### src/rtl/pipe_chain_if.sv
// Stage-chain bus: upstream payload/handshake, stall/flush controls and
// the register taps returned to forwarding and hazard logic.
interface pipe_chain_if #(
  parameter int unsigned WIDTH  = 64,
  parameter int unsigned STAGES = 4
);
  logic [WIDTH-1:0]        In;
  logic                    InValid;
  logic [STAGES-1:0]       StallStage;
  logic                    Flush;
  logic                    InReady;
  logic [WIDTH-1:0]        Out;
  logic                    OutValid;
  logic [STAGES*WIDTH-1:0] StageData;
  logic [STAGES-1:0]       StageValid;
  logic [15:0]             BubbleCount;

  modport master (
    output In, InValid, StallStage, Flush,
    input  InReady, Out, OutValid, StageData, StageValid, BubbleCount
  );

  modport slave (
    input  In, InValid, StallStage, Flush,
    output InReady, Out, OutValid, StageData, StageValid, BubbleCount
  );
endinterface

### src/rtl/pipe_chain.sv
// Multi-stage pipeline register chain with per-stage valid, stall with
// bubble insertion, front-end flush and a saturating bubble counter.
module pipe_chain #(
  parameter int unsigned WIDTH       = 64,
  parameter int unsigned STAGES      = 4,
  parameter int unsigned FLUSH_DEPTH = 2
) (
  input  logic         Clock,
  input  logic         nReset,
  pipe_chain_if.slave  bus
);

  logic [WIDTH-1:0]        stData  [STAGES];
  logic [WIDTH-1:0]        nxtData [STAGES];
  logic [STAGES-1:0]       stValid;
  logic [STAGES-1:0]       nxtValid;
  logic [15:0]             bubbleCnt;
  logic [STAGES*WIDTH-1:0] stageDataFlat;
  logic                    stallAny;
  logic                    bubble;
  int unsigned             stallIdx;

  // The furthest-downstream stall decides where the bubble lands.
  always_comb begin
    stallAny = |bus.StallStage;
    stallIdx = 0;
    for (int unsigned i = 0; i < STAGES; i++) begin
      if (bus.StallStage[i]) stallIdx = i;
    end
    bubble = stallAny && (stallIdx < STAGES - 1);
  end

  always_comb begin
    for (int unsigned i = 0; i < STAGES; i++) begin
      nxtData[i]  = stData[i];
      nxtValid[i] = stValid[i];
    end

    // Stage 0 is always at or below any stall point, so a stall means hold.
    if (bus.Flush) begin
      nxtData[0]  = '0;
      nxtValid[0] = 1'b0;
    end else if (!stallAny) begin
      nxtData[0]  = bus.InValid ? bus.In : '0;
      nxtValid[0] = bus.InValid;
    end

    for (int unsigned i = 1; i < STAGES; i++) begin
      if (bus.Flush && (i < FLUSH_DEPTH)) begin
        nxtData[i]  = '0;
        nxtValid[i] = 1'b0;
      end else if (stallAny && (i <= stallIdx)) begin
        nxtData[i]  = stData[i];
        nxtValid[i] = stValid[i];
      end else if (stallAny && (i == stallIdx + 1)) begin
        nxtData[i]  = '0;
        nxtValid[i] = 1'b0;
      end else begin
        nxtData[i]  = stData[i-1];
        nxtValid[i] = stValid[i-1];
      end
    end
  end

  always_ff @(posedge Clock or negedge nReset) begin
    if (!nReset) begin
      for (int unsigned i = 0; i < STAGES; i++) stData[i] <= '0;
      stValid   <= '0;
      bubbleCnt <= '0;
    end else begin
      for (int unsigned i = 0; i < STAGES; i++) stData[i] <= nxtData[i];
      stValid <= nxtValid;
      if ((bubble || bus.Flush) && (bubbleCnt != '1)) bubbleCnt <= bubbleCnt + 16'd1;
    end
  end

  always_comb begin
    stageDataFlat = '0;
    for (int unsigned i = 0; i < STAGES; i++) begin
      stageDataFlat[i*WIDTH +: WIDTH] = stData[i];
    end
  end

  assign bus.InReady     = ~stallAny;
  assign bus.Out         = stData[STAGES-1];
  assign bus.OutValid    = stValid[STAGES-1];
  assign bus.StageData   = stageDataFlat;
  assign bus.StageValid  = stValid;
  assign bus.BubbleCount = bubbleCnt;

endmodule
### src/flat_wrapper.sv
// flat-port wrapper written by rule: the top's interface ports become plain ports
module pipe_chain_flat 
#(
  parameter int unsigned WIDTH       = 64,
  parameter int unsigned STAGES      = 4,
  parameter int unsigned FLUSH_DEPTH = 2
)
  (Clock, nReset, bus_In, bus_InValid, bus_StallStage, bus_Flush, bus_InReady, bus_Out, bus_OutValid, bus_StageData, bus_StageValid, bus_BubbleCount);
  pipe_chain_if #(.WIDTH(WIDTH), .STAGES(STAGES)) bus_i ();
  input  logic Clock;
  input  logic nReset;
  input wire logic [$bits(bus_i.In)-1:0] bus_In;
  input wire logic [$bits(bus_i.InValid)-1:0] bus_InValid;
  input wire logic [$bits(bus_i.StallStage)-1:0] bus_StallStage;
  input wire logic [$bits(bus_i.Flush)-1:0] bus_Flush;
  output wire logic [$bits(bus_i.InReady)-1:0] bus_InReady;
  output wire logic [$bits(bus_i.Out)-1:0] bus_Out;
  output wire logic [$bits(bus_i.OutValid)-1:0] bus_OutValid;
  output wire logic [$bits(bus_i.StageData)-1:0] bus_StageData;
  output wire logic [$bits(bus_i.StageValid)-1:0] bus_StageValid;
  output wire logic [$bits(bus_i.BubbleCount)-1:0] bus_BubbleCount;
  assign bus_i.In = bus_In;
  assign bus_i.InValid = bus_InValid;
  assign bus_i.StallStage = bus_StallStage;
  assign bus_i.Flush = bus_Flush;
  assign bus_InReady = bus_i.InReady;
  assign bus_Out = bus_i.Out;
  assign bus_OutValid = bus_i.OutValid;
  assign bus_StageData = bus_i.StageData;
  assign bus_StageValid = bus_i.StageValid;
  assign bus_BubbleCount = bus_i.BubbleCount;
  pipe_chain #(.WIDTH(WIDTH), .STAGES(STAGES), .FLUSH_DEPTH(FLUSH_DEPTH)) u_core (.Clock(Clock), .nReset(nReset), .bus(bus_i));
endmodule
### config.mk
export PLATFORM = sky130hd
export DESIGN_NAME = pipe_chain_flat
export DESIGN_NICKNAME = d
export VERILOG_FILES = /design/src/rtl/pipe_chain_if.sv /design/src/rtl/pipe_chain.sv /design/src/flat_wrapper.sv
export SDC_FILE = /design/constraint.sdc
export NUM_CORES = 1
export LEC_CHECK = 0
export CORE_AREA = 2 2 163 165
export CTS_CLUSTER_DIAMETER = 40
export DETAILED_ROUTE_END_ITERATION = 10
export DIE_AREA = 0 0 165 167
export DONT_BUFFER_PORTS = 1
export GPL_TIMING_DRIVEN = 0
export PLACE_DENSITY_LB_ADDON = 0.3
export SLEW_MARGIN = 0
export SYNTH_ARGS = -nofsm -noshare
export SYNTH_HDL_FRONTEND = slang
export SYNTH_SLANG_ARGS = --single-unit
### constraint.sdc
create_clock -name Clock -period 1.7 [get_ports Clock]
set_input_delay 0.34 -clock Clock [delete_from_list [all_inputs] [get_ports Clock]]
set_output_delay 0.34 -clock Clock [all_outputs]
set_load 0.03 [all_outputs]
* Yosys cells after proc, flatten, opt, wreduce, memory -nomap -nowiden
Cells that the tools add are included.
** Word-level totals
- Register bits :: 276
- Input bits :: 72
- Output and inout bits :: 342
** Operators by class
- Add/subtract/negate cells :: 2
- $lt $le $gt $ge :: 4
- Equality and inequality tests :: 6
- Muxes and demuxes :: 18
- Bitwise operators :: 1
- Reduce and logical (&&, ||, !) cells :: 10
** Operator list (count)
- $mux 64 :: 8
- $eq 2x32->1 const A :: 2
- $le 2x32->1 const A :: 2
- $mux 32 :: 2
- $add 32x1->32 const B :: 1
- $eq 1x32->1 const A :: 1
- $le 1x32->1 const A :: 1
- $lt 32x2->1 const B :: 1
- $add 16x1->16 const B :: 1
- $ne 16x16->1 const B :: 1
- $logic_and 1x1->1 :: 8
- $mux 1 :: 8
- $ne 2x2->1 const B :: 2
- $reduce_or 4->1 :: 1
- $logic_or 1x1->1 :: 1
- $not 1->1 :: 1

* Longest topological paths before layout
- Word-level depth :: 9
- Mapped depth :: 7

* Worst setup path after synthesis
No wires, ideal clock.
- Kind :: input to register
- Start point :: input port bus_StallStage[3]
- End point :: register u_core.stData (netlist bit u_core.bus.StageData[24])
- Library setup time :: 0.121 ns
- Data arrival time :: 2.104 ns
- Required time :: 1.579 ns
- Slack :: -0.525 ns
- Stages :: 7
- Path buffers :: 3
- Cells stage by stage :: or2_1 -> clkbuf_1 -> nor3_1 -> nor2_1 -> clkbuf_1 -> buf_1 -> a22o_1
** Between the ends
- Longest elaborated chain between the ends :: 2
** Ends and longest elaborated chain
- from (decl) :: line flat_wrapper.sv:14 : input wire logic [$bits(bus_i.StallStage)-1:0] bus_StallStage;
- $reduce_or 4->1 :: line pipe_chain.sv:25 : stallAny = |bus.StallStage;
- $ne 2x2->1 (no line)
- to (decl) :: line pipe_chain.sv:13 : logic [WIDTH-1:0] stData [STAGES];
No other way between the ends.
A chain may end at the register's enable or synchronous reset.

* Final worst setup path
- Start point :: register u_core.bubbleCnt[5], in the netlist u_core.bus.BubbleCount[5]
- End point :: register u_core.bubbleCnt[13], in the netlist u_core.bus.BubbleCount[13]
** Between the ends
- Longest elaborated chain between the ends :: 2
- Elaborated cells on any way between the ends :: 3
** Ends and longest elaborated chain
- from (decl) :: line pipe_chain.sv:17 : logic [15:0] bubbleCnt;
- from (signal assigned) :: line pipe_chain.sv:73 : if ((bubble || bus.Flush) && (bubbleCnt != '1)) bubbleCnt <= bubbleCnt + 16'd1;
- branches (longest 2 deep; another with $add 16x1->16)
Several ways; the timed one is not identified.

==> out/results.txt <==
largest net degree at the start of global routing: 277
hpwl dp: 21600 um
post-synthesis simple-gate area fraction: 11.5%
outcome: finished, violations left
mean post-synth cell area: 12.5 um^2
Clk pwr share: 50.7%
Synthesis Warnings: 0
Port Buf Inserts: 0
Netlist Area Pre-Place: 10800 um^2
met2 WL post-DR: 15400 um
vias in the first global route: 7545
Detailed Routing Iterations Pass 1: 5
Post-Synth Adder-Cell Area: 0.116%
height of the die: 167 um
critical-path cell list: nand4_4 > or4_4 > or4_4 > xnor2_2
largest family of logic cells by synthesized area: compound AO/OA/AOI/OAI gates
Hold Worst Slack: -459 ps
DR iter-0 viols: 572
CTS tree: done
PD cells: 1210 nW/um^2
clk root buf: clkbuf_16
Final GP Congestion: 0.854
Reg power frac: 44.2%
Total Wirelength: 31300 um
cts bufs inserted: 39
P_leak: 0.00669 uW
Synth Area in Compound Gates: 15.9%
via count: 7488
asr flop ratio synth: 100%
setup TNS: -996 ps
Slew @ Worst Pin: 791 ps
Max VDD drop: 0.00109 V
area share of the largest cell type after synthesis: 64.2%
Top Layer Used: met4
failing checks: negative hold slack, negative setup slack
Comb power frac: 5.0%
wire length on met3: 2680 um
Slew Viols, Final: 0
Critical Path Slowest Stage Cell: dfrtp_2
flops & latches, synth: 276
WS Path Type: flop to flop
prevailing post-synth register cell: dfrtp_1
synth unique cells: 29
DR WL/cell: 23.3 um
width of the die: 165 um
part of the cycle the worst path needs: 110%
Worst Setup End Kind: flop
Slew headroom: 47.3%
mux share of post-synthesis cell area: 0.105%
initial antenna violation count: 1
fillers: 2212
Synthesized Nets: 931
H-tree depth: 2
Max Cap Viol: 0
Starting Density: 41.8%
worst r2r src: u_core.bus.BubbleCount[5]
Worst-Skew Late Latency: 510 ps
cts hold-fix bufs: 64
fin crit period: 1870 ps
most frequent cell after synthesis: dfrtp_1
core box area: 25800 um^2
Pint: 12400 uW
top post-synthesis cells by count: dfrtp_1, a22o_1, nand2_1, buf_4, nand3b_1
crit path from: u_core.bus.BubbleCount[5]
Remaining Overflow, GRT: 0
crit-path max cell delay: 520 ps
number of synthesized flops with an enable pin: 0
Post-Synth XOR/XNOR Area: 1.22%
IO Pins: 414
maximum fanout along the worst path: 5
clk buf depth: 3
Residual DRC: 0
final setup vio count: 10
RSZ-0062 raised after global routing: yes
routed metal-1 wire length: 12500 um
RR Endpoint: u_core.bus.BubbleCount[13]
Post-Place Worst Slack: -912 ps
TritonCTS Sinks: 276
Post-Route Utilization: 52.7%
dominant cell type by area after synthesis: dfrtp_1
Worst Skew: 10.3 ps
CP startpoint kind: flop
Die Footprint: 27600 um^2
FP Rows: 59
Final #Nets: 1046
Worst R2R Setup Slack: -170 ps
Peak Freq: 536 MHz
CP most frequent cell: or4_4
worst r2r path cells: 4
post-route setup slack: -166 ps
Cells after Synth: 858
NetSw: 4120 uW
WP data arrival: 2250 ps
Layout area overhead: 26.1%
first-pass GRT wire length: 46800 um
Synth area leaders: dfrtp_1, a22o_1, nand2_1
GR Util All Layers: 22.3%
share of layout cells above drive strength 1: 21.4%
WP data required: 2090 ps
register area share after synthesis: 64.2%
Clock Pin Slew Worst Setup and Hold Paths: 50 ps
post-detailed-route via-to-cell ratio: 5.59
Final Hold Fails: 276
switching part of the total: 25.0%
Hold Path Class: primary input to async pin
Post-DRT Antenna Nets: 0
flip-flops by register name, summed over array words and instances, names as in the netlist:
register,flops
u_core.bus.StageValid,4
u_core.bus.Out,64
u_core.bus.BubbleCount,16
u_core.bus.StageData,192
kinds of logic after synthesis:
logic type | count (synthesis)
DFF | 276
muxes | 1
AOI/OAI and AO/OA | 195
and+or+nand+nor | 237
buffers and inverters | 133
adders and majority gates | 1
xor gates and xnor gates | 15
power by group through the flow:
stage               clock network, uW  registers [uW]  logic (uW)
finish                           8360            7290         827
global route                     8830            7310         902
CTS                              8500            7290         805
detailed placement                  0            7410         629
global placement                    0            7400         608
floorplan                           0            7350         471
stage by stage:
step	hold WS, ps	std cells	power, uW	instance area [um^2]
6_report	-459	1339	16500	13600
5_1_grt	-489	1339	17000	13600
2_1_floorplan	44.4	858	7820	10900
3_3_place_gp	51.9	1193	8010	11300
4_1_cts	-488	1336	16600	13500
3_5_place_dp	51.5	1193	8040	11300
worst max-delay path, delay by kind of cell (launching register included):
kind,cells,cell delay (ps)
and+or+nand+nor,3,1090
DFF,1,520
xor gates and xnor gates,1,140
worst max path at each step:
stage / to / depth (start not counted)
final: u_core.bus.BubbleCount[13] / 4
after global routing: u_core.bus.BubbleCount[13] / 4
after detailed placement: u_core.bus.StageData[79] / 6
after CTS: u_core.bus.BubbleCount[13] / 4
after global placement: u_core.bus.StageData[77] / 6
after floorplan: u_core.bus.BubbleCount[13] / 4
placed cells by master, fill, tap and decap left out, types with 12 or more instances in the layout:
master / n
dfrtp_2: 24
nand3b_1: 65
buf_4: 74
nand2_1: 132
clkbuf_16: 41
dlygate4sd3_1: 64
xor2_1: 12
dfrtp_1: 252
clkbuf_1: 40
a22o_1: 194
final cells by class:
class / count / area [um^2] / area share (%)
clock inverter: 26 / 307 / 2.26
timing repair buffer: 74 / 719 / 5.30
buffer: 130 / 822 / 6.06
clock buffer: 45 / 1070 / 7.89
sequential: 276 / 6940 / 51.1
multi-input combinational: 449 / 3280 / 24.2
tap: 335 / 419 / 3.09
antenna: 1 / 2.50 / 0.0184
inverter: 3 / 11.3 / 0.0830
metal layers:
| metal | GRT usage (%) | vias to the layer above |
|---|---|---|
| met5 | 0 | - |
| met4 | 6.09 | 0 |
| met3 | 6.72 | 49 |
| met2 | 36.6 | 376 |
| met1 | 28.8 | 3799 |
| li1 | - | 3264 |
what timing repair did:
item                                   in CTS  in global routing
gates resized for setup                    16                 22
pin swaps                                   9                  7
buffers inserted                            8                  2
setup endpoints to repair                 128                 37
endpoints found under the hold margin     340                276
No activity file was read; power rests on OpenSTA's default activity.
